$ cat config.mk
export PLATFORM = sky130hd
export DESIGN_NAME = seven_segment_scanner
export DESIGN_NICKNAME = d
export VERILOG_FILES = /design/src/rtl/seven_segment_scanner.sv
export SDC_FILE = /design/constraint.sdc
export NUM_CORES = 1
export LEC_CHECK = 0
export CAP_MARGIN = 20
export CORE_MARGIN = 1
export CORE_UTILIZATION = 49
export DETAILED_ROUTE_END_ITERATION = 16
export PLACE_DENSITY = 0.75
export SLEW_MARGIN = 5
export SYNTH_ARGS = -nofsm -noshare
export SYNTH_HDL_FRONTEND = slang
export SYNTH_SLANG_ARGS = --single-unit
$ cat constraint.sdc
create_clock -name Clock -period 1.8 [get_ports Clock]
set_input_delay 0.18 -clock Clock [delete_from_list [all_inputs] [get_ports Clock]]
set_output_delay 0.18 -clock Clock [all_outputs]
set_load 0.01 [all_outputs]
$ cat src/rtl/seven_segment_scanner.sv
// Purpose : time-multiplexes four double-buffered hex digits onto a common-anode display.
// Latency : DataOut/Anodes are combinational from state; a load appears at the next frame start.
// Backpress: none; LoadStrobe is always accepted, and a later strobe replaces any pending value.
//
// Ports:
//   Clock, Reset        rising-edge clock, synchronous active-high reset
//   DigitsIn[15:0]      four nibbles, [3:0] = digit 0 (rightmost)
//   LoadStrobe          captures DigitsIn into the pending buffer
//   DataOut[3:0]        nibble of the active digit (feeds the segment decoder)
//   Anodes[3:0]         active-low anode enables, bit i = digit i
//   DigitIndex[1:0]     current digit slot
//   FrameStart          one-cycle pulse on the first cycle of slot 0
//   UpdatePending       a captured value is waiting for the next frame boundary
//
// Optional: define LEADING_ZERO_BLANK_EN to leave leading-zero digits (never digit 0) dark.

module seven_segment_scanner #(
    parameter int TICKS_PER_DIGIT = 100000,
    parameter int BLANK_TICKS     = 2000
) (
    input  logic        Clock,
    input  logic        Reset,
    input  logic [15:0] DigitsIn,
    input  logic        LoadStrobe,
    output logic [3:0]  DataOut,
    output logic [3:0]  Anodes,
    output logic [1:0]  DigitIndex,
    output logic        FrameStart,
    output logic        UpdatePending
);

    localparam int CW = (TICKS_PER_DIGIT > 1) ? $clog2(TICKS_PER_DIGIT) : 1;
    localparam logic [CW-1:0] TERM_CNT = CW'(TICKS_PER_DIGIT - 1);

    logic [CW-1:0] r_count;
    logic [1:0]    r_digit_idx;
    logic [15:0]   r_display;
    logic [15:0]   r_pending;
    logic          r_upd_pending;
    logic          r_frame_start;

    logic          w_terminal;
    logic          w_boundary;
    logic          w_blank;
    logic          w_lz_blank;

    assign w_terminal = (r_count == TERM_CNT);
    // Last cycle of slot 3: the only point where the display buffer may change.
    assign w_boundary = w_terminal && (r_digit_idx == 2'd3);

    always_ff @(posedge Clock) begin
        if (Reset) begin
            r_count       <= '0;
            r_digit_idx   <= 2'd0;
            r_display     <= 16'h0000;
            r_pending     <= 16'h0000;
            r_upd_pending <= 1'b0;
            r_frame_start <= 1'b0;
        end else begin
            if (w_terminal) begin
                r_count     <= '0;
                r_digit_idx <= r_digit_idx + 2'd1;
            end else begin
                r_count <= r_count + CW'(1);
            end

            r_frame_start <= w_boundary;

            // The display takes the value pending before this edge, so a strobe
            // landing on the boundary itself waits for the following frame.
            if (w_boundary && r_upd_pending) begin
                r_display <= r_pending;
            end

            if (LoadStrobe) begin
                r_pending     <= DigitsIn;
                r_upd_pending <= 1'b1;
            end else if (w_boundary) begin
                r_upd_pending <= 1'b0;
            end
        end
    end

    generate
        if (BLANK_TICKS > 0) begin : g_blank
            localparam logic [CW-1:0] BLANK_CNT = CW'(BLANK_TICKS);
            assign w_blank = (r_count < BLANK_CNT);
        end else begin : g_no_blank
            assign w_blank = 1'b0;
        end
    endgenerate

`ifdef LEADING_ZERO_BLANK_EN
    // A digit is a leading zero when it and every digit to its left are zero.
    always_comb begin
        w_lz_blank = 1'b0;
        case (r_digit_idx)
            2'd3:    w_lz_blank = (r_display[15:12] == 4'h0);
            2'd2:    w_lz_blank = (r_display[15:8]  == 8'h00);
            2'd1:    w_lz_blank = (r_display[15:4]  == 12'h000);
            default: w_lz_blank = 1'b0;
        endcase
    end
`else
    assign w_lz_blank = 1'b0;
`endif

    always_comb begin
        DataOut = r_display[{r_digit_idx, 2'b00} +: 4];
        Anodes  = 4'b1111;
        if (!w_blank && !w_lz_blank) begin
            Anodes = ~(4'b0001 << r_digit_idx);
        end
    end

    assign DigitIndex    = r_digit_idx;
    assign FrameStart    = r_frame_start;
    assign UpdatePending = r_upd_pending;

endmodule

## After elaboration in Yosys (flattened, before gate mapping)

Cells that the tools add are included.

| word-level totals | value |
|---|---|
| register bits | 53 |
| bits in latches | 0 |
| memory bits (writable) | 0 |
| memory bits (read-only) | 0 |
| output and inout bits | 12 |
| word-level logic and storage cells | 21 |
| memories | 0 |

| operators by class | value |
|---|---|
| add/sub/neg operators | 2 |
| multipliers | 0 |
| div/mod/pow operators | 0 |
| $lt $le $gt $ge | 1 |
| equal/unequal tests | 2 |
| shift-type cells | 2 |
| multiplexer cells | 3 |
| bitwise operators | 1 |
| reductions and logical operators | 4 |

Operator list:

| operator | count |
|---|---|
| $add 17x1->17 const B | 1 |
| $eq 17x17->1 const B | 1 |
| $lt 17x11->1 const B | 1 |
| $shiftx 16x5->4 | 1 |
| $mux 4 | 1 |
| $not 4->4 | 1 |
| $shl 1x2->4 const A | 1 |
| $add 2x1->2 const B | 1 |
| $eq 2x2->1 const B | 1 |
| $logic_and 1x1->1 | 2 |
| $mux 1 | 2 |
| $reduce_bool 2->1 | 1 |
| $reduce_or 2->1 | 1 |

## Longest topological paths before layout

Gate-level depths: netlist of the first run.

| depth | value |
|---|---|
| depth in word-level cells | 4 |
| gate-level depth with buffers | 8 |

## Worst setup path before layout of the first run

No wires, ideal clock.

| timing path | value |
|---|---|
| path type | reg-to-reg |
| start point | register r_count[0] |
| end point | register r_display[0] |
| library setup time | 0.071 ns |
| data arrival time | 1.847 ns |
| path slack | -0.117 ns |
| stages on the path, launching flop included | 9 |
| buffers on the path | 3 |
| cell sequence | dfxtp_1 > ha_1 > buf_2 > and4bb_2 > and2_1 > clkbuf_1 > clkbuf_1 > nand4_1 > a21oi_1 |

| between the ends | value |
|---|---|
| longest elaborated chain between the ends | 3 |

Ends and longest elaborated chain:

| item | RTL line | source |
|---|---|---|
| from (decl) | 35 | `logic [CW-1:0] r_count;` |
| from (signal assigned) | 64 | `r_count <= r_count + CW'(1);` |
| $eq 17x17->1 | 47 | `assign w_terminal = (r_count == TERM_CNT);` |
| $logic_and 1x1->1 | 49 | `assign w_boundary = w_terminal && (r_digit_idx == 2'd3);` |
| $logic_and 1x1->1 | 71 | `if (w_boundary && r_upd_pending) begin` |
| to (signal assigned) | 72 | `r_display <= r_pending;` |
| to (decl) | 37 | `logic [15:0] r_display;` |

Every way passes these cells.
A chain may end at the register's enable or synchronous reset.

## Final worst setup path of the first run

| timing path | value |
|---|---|
| start point | register r_count[12] |
| end point | output port Anodes[3] |

| between the ends | value |
|---|---|
| longest elaborated chain between the ends | 2 |

Ends and longest elaborated chain:

| item | RTL line | source |
|---|---|---|
| $lt 17x11->1 | 87 | `assign w_blank = (r_count < BLANK_CNT);` |
| $mux 4 | 111 | `if (!w_blank && !w_lz_blank) begin` |
| to (decl) | 26 | `output logic [3:0] Anodes,` |

Every way passes these cells.

==> results of run 1 <==
-- cell families after synthesis --
kind of cell / count (synthesis) / synth area share, %
buffers and inverters: 21 / 4.680
flip-flops: 53 / 45.11
AND/OR/NAND/NOR: 94 / 21.97
XOR/XNOR: 12 / 4.468
adder cells (fa/ha/maj): 5 / 2.660
AO/OA/AOI/OAI: 45 / 10.48
multiplexers: 20 / 10.64
-- worst paths after layout --
| check | startpoint | to | slack (ns) | depth (start not counted) |
|---|---|---|---|---|
| setup / recovery | r_count[12] | Anodes[3] | -0.29 | 4 |
| hold / removal | r_display[8] | r_display[8] | 0.47 | 2 |
| setup reg to reg | r_count[12] | r_display[3] | -0.14 | 6 |
| hold reg to reg | r_display[8] | r_display[8] | 0.47 | 2 |
-- per-stage QoR --
step                setup TNS (ns)  power [W]
floorplan                        0   0.001315
CTS                         -5.148   0.002042
global route                -7.147   0.002099
detailed placement          -6.163   0.001389
finish                      -5.260   0.002027
global placement            -4.902   0.001385
-- final cells by class --
type	instances	area share [%]
multi-input cells	176	40.18
inverters	4	0.4817
well taps	52	2.088
flip-flops and latches	53	34.24
clock buffers	6	2.328
repair buffers	66	20.19
clock inverters	2	0.4817
-- cell usage after synthesis, drive strengths merged --
master and number:
mux4 4, and4 1, xor2 7, ha 5, nand4 24, nand3b 1
clkbuf 13, xnor2 5, or4 5, buf 4, o31ai 3, and2 3
nor3 3, nand2 9, o21bai 1, and3 2, and4bb 1, o21ai 19
a21oi 22, nor2 32, dfxtp 53, nor4b 1, nor4 2, nand3 9
mux2i 16, or3 1, inv 4
-- state kept, by name, summed over array words and instances (netlist names) --
register and flops:
r_pending 16, FrameStart 1, UpdatePending 1, r_display 16, r_count 17, DigitIndex 2
-- metal layers --
| metal | track usage [%] | vias up | wire length (um) |
|---|---|---|---|
| li1 | - | 1013 | - |
| met1 | 30.91 | 993 | 2531 |
| met2 | 39.26 | 54 | 2810 |
| met3 | 5.626 | 14 | 287 |
| met4 | 9.778 | 0 | 157 |
| met5 | 0 | - | 0 |
-- power by group through the flow --
stage,sequential (W),clock [W],combinational [W]
floorplan,0.00124,0,0.0000727
CTS,0.00122,0.000681,0.000145
detailed placement,0.00125,0,0.000143
finish,0.00122,0.000665,0.000144
global placement,0.00124,0,0.000141
global route,0.00122,0.000721,0.000158
-- worst max-delay path, stage by stage (launching register included) --
cell             delay, ns
dfxtp_2               0.33
or4_4                 0.53
or4_4                 0.45
nand2_1               0.09
clkdlybuf4s15_2       0.21
-- what timing repair did --
item / in CTS / in global routing
gates cloned: 1 / 0
pin swaps: 1 / 2
endpoints found under the setup margin: 44 / 41
buffers inserted: 2 / 0
resized for setup: 43 / 15
==> reports/results.txt, run 1 <==
Status - complete, but fails checks
Violated checks - design-rule violations, negative setup slack
Power density cells - 650.3 nW/um2
Final ANT Viol Nets - 0
First-pass detailed-route iteration total - 10
Initial Utilization - 52.57%
Endpoints failing setup - 40
Fin Hold WS - 0.4711 ns
Worst-Margin Slew - 0.3466 ns
CTS Hold Buffers Added - 0
Synth Instances - 250
Final instance area - 3117 um2
VDD IR max - 0.3908 mV
Die height - 71.29 um
Sink Count - 53
Clk_skew - 0.004579 ns
Combinational share of power - 7.1%
Period minus WS final - 2.095 ns
Multi-input combinational cell area - 1252 um2
Sequential Power Share - 60.0%
DR WL/cell - 16.12 um
Number of global-route vias before repair - 2016
Ant. Diodes - 0
Hold WC Path Type - register to register
Clock power share - 32.8%
Fin crit share - 116.4%
DR iter-0 viols - 161
Syn. warnings - 0
Clock Latency Late Sink - 0.31 ns
GRT Total Usage - 24.08%
Slack of the critical path - -0.2948 ns
FF/Latch Area - 1067 um2
DIE AREA - 5082 um2
Worst setup SP type - register
Syn avg cell area - 9.409 um2
Clock H-tree levels - 2
Setup crit end kind - output pin
Most frequent cells in the layout - dfxtp_1 (50), nor2_1 (32), buf_4 (29), nand4_1 (24), clkdlybuf4s50_1 (22)
Post-DP Area - 2922 um2
Filler cells - 365
Global-route wire length before repair - 9.480 mm
Setup CP Type - register to output pin
DRC viols - 2
Core ar. - 4474 um2
Final cell count without fillers - 359
Leakage - 1.176 nW
Total global routing overflow - 0
Slew Viols, Final - 0
Seq cells post-synth - 53
Synthesized Nets - 274
Worst Path Required - 1.62 ns
Max Root-Sink Buffers - 2
Largest net degree at the start of global routing - 37
Register area share after synthesis - 45.11%
Root buffer cell - clkbuf_8
CTS tree - done
Final HPWL DP - 3.785 mm
Area Growth Syn to Fin - 32.50%
Fin. Hold Viols - 0
Sw Ratio - 23.25%
Slew headroom - 76.83%
Final core occ - 69.66%
Largest area contributor in the netlist - dfxtp_1
Num ports - 31
Post-Syn Area - 2352 um2
Die width - 71.29 um
Fin nets - 330
Top cells by area, synth - dfxtp_1 (45%), mux2i_1 (6.8%), nand4_1 (6.4%)
Routed WL - 5.787 mm
Share of cells above drive strength 1 - 24.43%
Number of max-cap violations - 0
CP max FO - 4
Most common cell after layout, fill and taps aside - dfxtp_1
Switching power total - 0.0004711 W
Distinct cells, synth - 35
Int Pwr - 0.001556 W
Unrepaired setup endpoints after global routing - yes
Drt via density - 5.777
Initial antenna violation count - 0
Arrival @ worst endpoint - 1.91 ns
Pre-CTS setup slack - -0.4555 ns
Placer Congestion - 0.8142
Synth top area share - 45.11%
Post-placement cell count - 348
Inserted Clock Buffers - 5
IO Port Bufs - 30
Std-Cell Rows - 24
Max Freq - 477.4 MHz
Clk slew on worst S/H paths - 0.09 ns
DR vias - 2074
Note: power is estimated with default switching activity, not from simulation.
==> run 2: changes to the inputs <==
Settings changed: CORE_UTILIZATION 49 to 58, MAX_ROUTING_LAYER from default to met4, PLACE_DENSITY 0.75 to 0.83.
Clock period 1.8 ns to 2.6 ns, I/O delays scaled along.
==> reports/results.txt, run 2 (synthesis results as in run 1) <==
DR WL/cell - 15.58 um (-3.3%)
Top Registers - r_count (17), r_display (16), r_pending (16)
Setup CP Type - register to output pin
Clk_skew - 0.003156 ns (-0.001423 ns)
Fin Hold WS - 0.4765 ns (+0.005447 ns)
GRT Total Usage - 25.74% (+1.7 points)
Fin crit share - 88.12%
Number of global-route vias before repair - 1735 (-14%)
Worst Setup EP - Anodes[1]
VDD IR max - 0.3824 mV (-2.1%)
Arrival @ worst endpoint - 2.03 ns (+0.12 ns)
Share of cells above drive strength 1 - 8.993% (-15 points)
Max reg flops - 17 (unchanged)
Drt via density - 5.936 (+2.7%)
Clock Latency Late Sink - 0.30 ns (about the same)
Setup crit end kind - output pin
CP max FO - 4 (unchanged)
R2R Path End - r_count[13]
Slew Viols, Final - 0 (unchanged)
IO Port Bufs - 30 (unchanged)
DIE AREA - 4315 um2 (-15%)
DR iter-0 viols - 105 (-35%)
Critical Path Max Stage Delay - 0.57 ns (+0.04 ns)
Die width - 65.69 um (-7.9%)
Status - finished, final reports clean
Top reg by flops - r_count
Most frequent cells in the layout - dfxtp_1 (53), nor2_1 (32), clkdlybuf4s50_1 (26), nand4_1 (24), a21oi_1 (22)
Core ar. - 3771 um2 (-16%)
Critical path's most frequent cell - or4_4
Sink Count - 53 (unchanged)
Die height - 65.69 um (-7.9%)
Initial antenna violation count - 0 (unchanged)
Root buffer cell - clkbuf_8
Unrepaired setup endpoints after global routing - no
Period minus WS final - 2.291 ns
Routed WL - 5.080 mm (-12%)
Post-placement cell count - 318 (-8.6%)
Total global routing overflow - 0 (unchanged)
Critical path cell sequence - or4_4 -> or4_4 -> nand2_1 -> dlygate4sd2_1
Worst-Margin Slew - 0.6250 ns (+0.2784 ns)
First-pass detailed-route iteration total - 4 (-6)
Final cell count without fillers - 326 (-9.2%)
Hold WC Path Type - register to register
Leakage - 0.9701 nW (-18%)
Global-route wire length before repair - 8.183 mm (-14%)
Initial Utilization - 62.38% (+9.8 points)
Power density cells - 497.9 nW/um2 (-23%)
Worst Path Required - 2.34 ns (+0.72 ns)
Endpoints failing setup - 0 (-100%)
Setup tns final - 0 ns (+5.260 ns)
Std-Cell Rows - 22 (-8.3%)
WP depth - 4 (unchanged)
Area Growth Syn to Fin - 17.39%
Worst setup slack for register-to-register paths - 0.51 ns (+0.65 ns)
Number of max-cap violations - 0 (unchanged)
DR vias - 1935 (-6.7%)
Crit path max-delay family - simple AND/OR/NAND/NOR gates
Final HPWL DP - 3.492 mm (-7.7%)
Fin nets - 301 (-8.8%)
Largest net degree at the start of global routing - 24 (-35%)
Reg2reg path depth - 4 (-2)
CP bufs+invs - 1 (unchanged)
Clock H-tree levels - 2 (unchanged)
Launch point of the critical path - r_count[12]
Num ports - 31 (unchanged)
Fin. Hold Viols - 0 (unchanged)
CTS tree - done
DRC viols - 0 (-2)
Clk slew on worst S/H paths - 0.09 ns (about the same)
Worst setup SP type - register
Max Freq - 436.4 MHz
Critical path's slowest cell - or4_4
Most common cell after layout, fill and taps aside - dfxtp_1
Reg2reg start - r_count[12]
Ant. Diodes - 0 (unchanged)
Final ANT Viol Nets - 0 (unchanged)
Inserted Clock Buffers - 5 (unchanged)
Placer Congestion - 0.8553 (+5.0%)
Slew headroom - 58.21% (-19 points)
Max Root-Sink Buffers - 2 (unchanged)
[run 2: changes by cell type in the layout (fill, tap and decap cells not counted), moves of 3 or more]
| cell | change |
|---|---|
| dfxtp_1 | +3 |
| buf_2 | -3 |
| o21ai_0 | +16 |
| buf_4 | -22 |
| o21ai_1 | -3 |
| buf_12 | -4 |
| o21ai_2 | -12 |
| dlygate4sd2_1 | -3 |
| dlymetal6s2s_1 | +3 |
| clkdlybuf4s50_1 | +4 |
[run 2: what timing repair did]
item | 4_1_cts | 5_1_grt
resized for setup | 2 | 3
hold buffers | 0 | 0
setup buffers | 0 | 0
setup endpoints to repair | 4 | 3
[run 2: how the worst min path moves through the flow]
| stage | from | to | slack (ns) | cells after the start |
|---|---|---|---|---|
| floorplan | DigitsIn[0] | r_pending[0] | 0.41 | 2 |
| global placement | r_display[4] | r_display[4] | 0.46 | 2 |
| detailed placement | r_display[3] | r_display[3] | 0.47 | 2 |
| CTS | r_pending[14] | r_display[14] | 0.48 | 2 |
| global route | r_pending[14] | r_display[14] | 0.50 | 2 |
| finish | r_display[4] | r_display[4] | 0.48 | 2 |
[run 2: cell type report]
class                           count  area (um2)
Timing Repair Buffer               37       359.1
Fill cell                         308        1010
Tap cell                           48       60.06
Inverter                            4       15.01
Clock buffer                        6       72.57
Multi-Input combinational cell    176        1184
Sequential cell                    53        1061
Clock inverter                      2       10.01
[run 2: through the flow]
stage	worst slack (ns)	total power (W)	cell area, um2	utilization, %
2_1_floorplan	0.6828	0.0009107	2352	-
3_3_place_gp	0.2371	0.0009490	2670	70.80
3_5_place_dp	0.1944	0.0009524	2670	70.80
4_1_cts	0.03215	0.001380	2754	73.03
5_1_grt	0.2561	0.001423	2761	73.23
6_report	0.3088	0.001375	2761	73.23
[run 2: report_power, final]
part	switching [W]	total, W	internal, W
sequential	0.0000154	0.000846	0.000831
clock	0.000254	0.000441	0.000187
combinational	0.0000386	0.0000872	0.0000486
[run 2: layer usage]
metal  global-route usage (%)  routed length, um  up-vias
met5                        -                  0        -
met4                    11.41                112        0
met2                    38.27               2312       63
met3                    4.340                269       10
met1                    34.20               2385      906
li1                         -                  -      956
[run 2: worst min-delay path, cell delays in order (launching register included)]
cell,delay [ns]
dfxtp_1,0.31
o21ai_0,0.06
a21oi_1,0.06
==> run 3: changes to the inputs <==
Settings changed: CTS_CLUSTER_SIZE from default to 20, RECOVER_POWER from default to 50.
Clock period 2.6 ns to 2.7 ns, I/O delays scaled along.
==> reports/results.txt, run 3 (synthesis results as in run 1) <==
Launch point of the critical path - r_count[12]
CTS tree - done
Most common cell after layout, fill and taps aside - dfxtp_1
Drt via density - 5.948 (+0.20%)
Clock H-tree levels - 2 (unchanged)
Reg2reg start - r_count[12]
Clock power share - 33.3% (+1.2 points)
Final ANT Viol Nets - 0 (unchanged)
Leakage - 0.9741 nW (+0.41%)
Setup CP Type - register to output pin
Post-placement cell count - 317 (-0.31%)
Critical Path Max Stage Delay - 0.57 ns (about the same)
IO Port Bufs - 30 (unchanged)
Sink Count - 53 (unchanged)
Fin Hold WS - 0.4772 ns (+0.0006430 ns)
Setup tns final - 0 ns (unchanged)
Critical path's slowest cell - or4_4
Endpoints failing setup - 0 (unchanged)
Final core occ - 72.53% (-0.70 points)
Max reg flops - 17 (unchanged)
DR vias - 1927 (-0.41%)
# Post-CTS Setup Buffers - 0 (unchanged)
Largest net degree at the start of global routing - 24 (unchanged)
Top Registers - r_count (17), r_display (16), r_pending (16)
Pre-CTS setup slack - 0.2785 ns (+0.08413 ns)
Sw Ratio - 21.85% (-0.58 points)
Reg2reg path depth - 4 (unchanged)
Share of cells above drive strength 1 - 7.609% (-1.4 points)
Critical path's most frequent cell - or4_4
Slew Viols, Final - 0 (unchanged)
Top reg by flops - r_count
Core ar. - 3771 um2 (unchanged)
Max Freq - 388.1 MHz
Fin nets - 300 (-0.33%)
VDD IR max - 0.4140 mV (+8.3%)
DR iter-0 viols - 113 (+7.6%)
Sequential Power Share - 60.6% (-1.0 points)
Number of max-cap violations - 0 (unchanged)
Worst-Margin Slew - 1.179 ns (+0.5538 ns)
Combinational share of power - 6.1% (-0.2 points)
Worst setup slack for register-to-register paths - 0.16 ns (-0.35 ns)
Filler cells - 302 (-1.9%)
Global-route wire length before repair - 8.155 mm (-0.34%)
Status - finished, final reports clean
Routed WL - 4.982 mm (-1.9%)
Clk_skew - 0.008705 ns (+0.005549 ns)
DR WL/cell - 15.38 um (-1.3%)
Arrival @ worst endpoint - 2.31 ns (+0.28 ns)
CTS Hold Buffers Added - 0 (unchanged)
GRT Total Usage - 26.03% (+0.29 points)
Int Pwr - 0.001049 W (-1.6%)
Fin. Hold Viols - 0 (unchanged)
Ant. Diodes - 0 (unchanged)
Critical path cell sequence - or4_4 -> or4_4 -> nand2_1 -> clkdlybuf4s50_1
Number of global-route vias before repair - 1795 (+3.5%)
Max Root-Sink Buffers - 2 (unchanged)
Std-Cell Rows - 22 (unchanged)
DIE AREA - 4315 um2 (unchanged)
DRC viols - 0 (unchanged)
Worst setup SP type - register
Final cell count without fillers - 324 (-0.61%)
Area Growth Syn to Fin - 16.28%
Total global routing overflow - 0 (unchanged)
Initial antenna violation count - 0 (unchanged)
Root buffer cell - clkbuf_8
Slack of the critical path - 0.1234 ns (-0.1853 ns)
Placer Congestion - 0.8640 (+1.0%)
Unrepaired setup endpoints after global routing - no
Period minus WS final - 2.577 ns
Initial Utilization - 62.38% (unchanged)
Die height - 65.69 um (unchanged)
Worst Setup EP - Anodes[0]
Most frequent cells in the layout - dfxtp_1 (53), nor2_1 (32), clkdlybuf4s50_1 (25), nand4_1 (24), a21oi_1 (22)
Clock Latency Late Sink - 0.31 ns (about the same)
Setup crit end kind - output pin
Clk slew on worst S/H paths - 0.09 ns (about the same)
Num ports - 31 (unchanged)
Slew headroom - 21.42% (-37 points)
Hold WC Path Type - register to register
R2R Path End - r_count[10]
Worst Path Required - 2.43 ns (+0.09 ns)
Inserted Clock Buffers - 5 (unchanged)
First-pass detailed-route iteration total - 4 (unchanged)
Power density cells - 490.9 nW/um2 (-1.4%)
Final HPWL DP - 3.436 mm (-1.6%)
Switching power total - 0.0002933 W (-4.9%)
CP max FO - 4 (unchanged)
Fin crit share - 95.43%
Die width - 65.69 um (unchanged)
-- run 3: changes by cell type in the layout (fill, tap and decap cells not counted), sizes merged --
cell           previous run  this run
clkinv                    2         0
dlygate4sd3               0         5
buf                       7         5
dlymetal6s2s              3         0
clkdlybuf4s50            26        25
clkbuf                    6         8
dlygate4sd2               1         0
-- run 3: metal layers --
layer / track usage, % / wire length, um / share of wire [%] / vias up
met2: 40.56 / 2339 / 47 / 48
met1: 32.46 / 2326 / 47 / 916
met4: 10.87 / 82 / 1.6 / 0
li1: - / - / - / 952
met5: - / 0 / 0 / -
met3: 5.729 / 233 / 4.7 / 11
-- run 3: final cells by class --
cell class / count / area [um2] / share of cell area (%)
Inverter: 4 / 15.01 / 0.5489
Multi-Input combinational cell: 176 / 1171 / 42.82
Sequential cell: 53 / 1061 / 38.79
Timing Repair Buffer: 36 / 341.6 / 12.49
Clock buffer: 7 / 86.33 / 3.156
Tap cell: 48 / 60.06 / 2.196
-- run 3: power groups by stage --
stage	clock, W	combinational, W	sequential, W
6_report	0.000446	0.0000820	0.000814
3_3_place_gp	0	0.0000819	0.000832
5_1_grt	0.000483	0.0000896	0.000817
2_1_floorplan	0	0.0000485	0.000828
3_5_place_dp	0	0.0000838	0.000832
4_1_cts	0.000451	0.0000843	0.000814
-- run 3: critical path: cells and delay by family (launching register included) --
family	cells	cell delay [ns]
buf+inv	1	0.53
flops	1	0.35
simple gates	3	1.11
-- run 3: worst min path at each step --
stage,startpoint,to,cells past startpoint
global route,r_display[15],r_display[15],2
CTS,r_display[3],r_display[3],2
floorplan,DigitsIn[0],r_pending[0],2
detailed placement,r_display[3],r_display[3],2
global placement,r_display[6],r_display[6],2
finish,r_pending[2],r_display[2],2
-- run 3: timing repair --
| item | in CTS | in global routing |
|---|---|---|
| endpoints found under the hold margin | 0 | 0 |
| gates resized for setup | 1 | 0 |
| endpoints found under the setup margin | 4 | 0 |
-- run 3: per-stage QoR --
stage,power (W),cell area (um2)
2_1_floorplan,0.0008770,2352
3_3_place_gp,0.0009137,2663
3_5_place_dp,0.0009162,2663
4_1_cts,0.001349,2751
5_1_grt,0.001389,2735
6_report,0.001343,2735
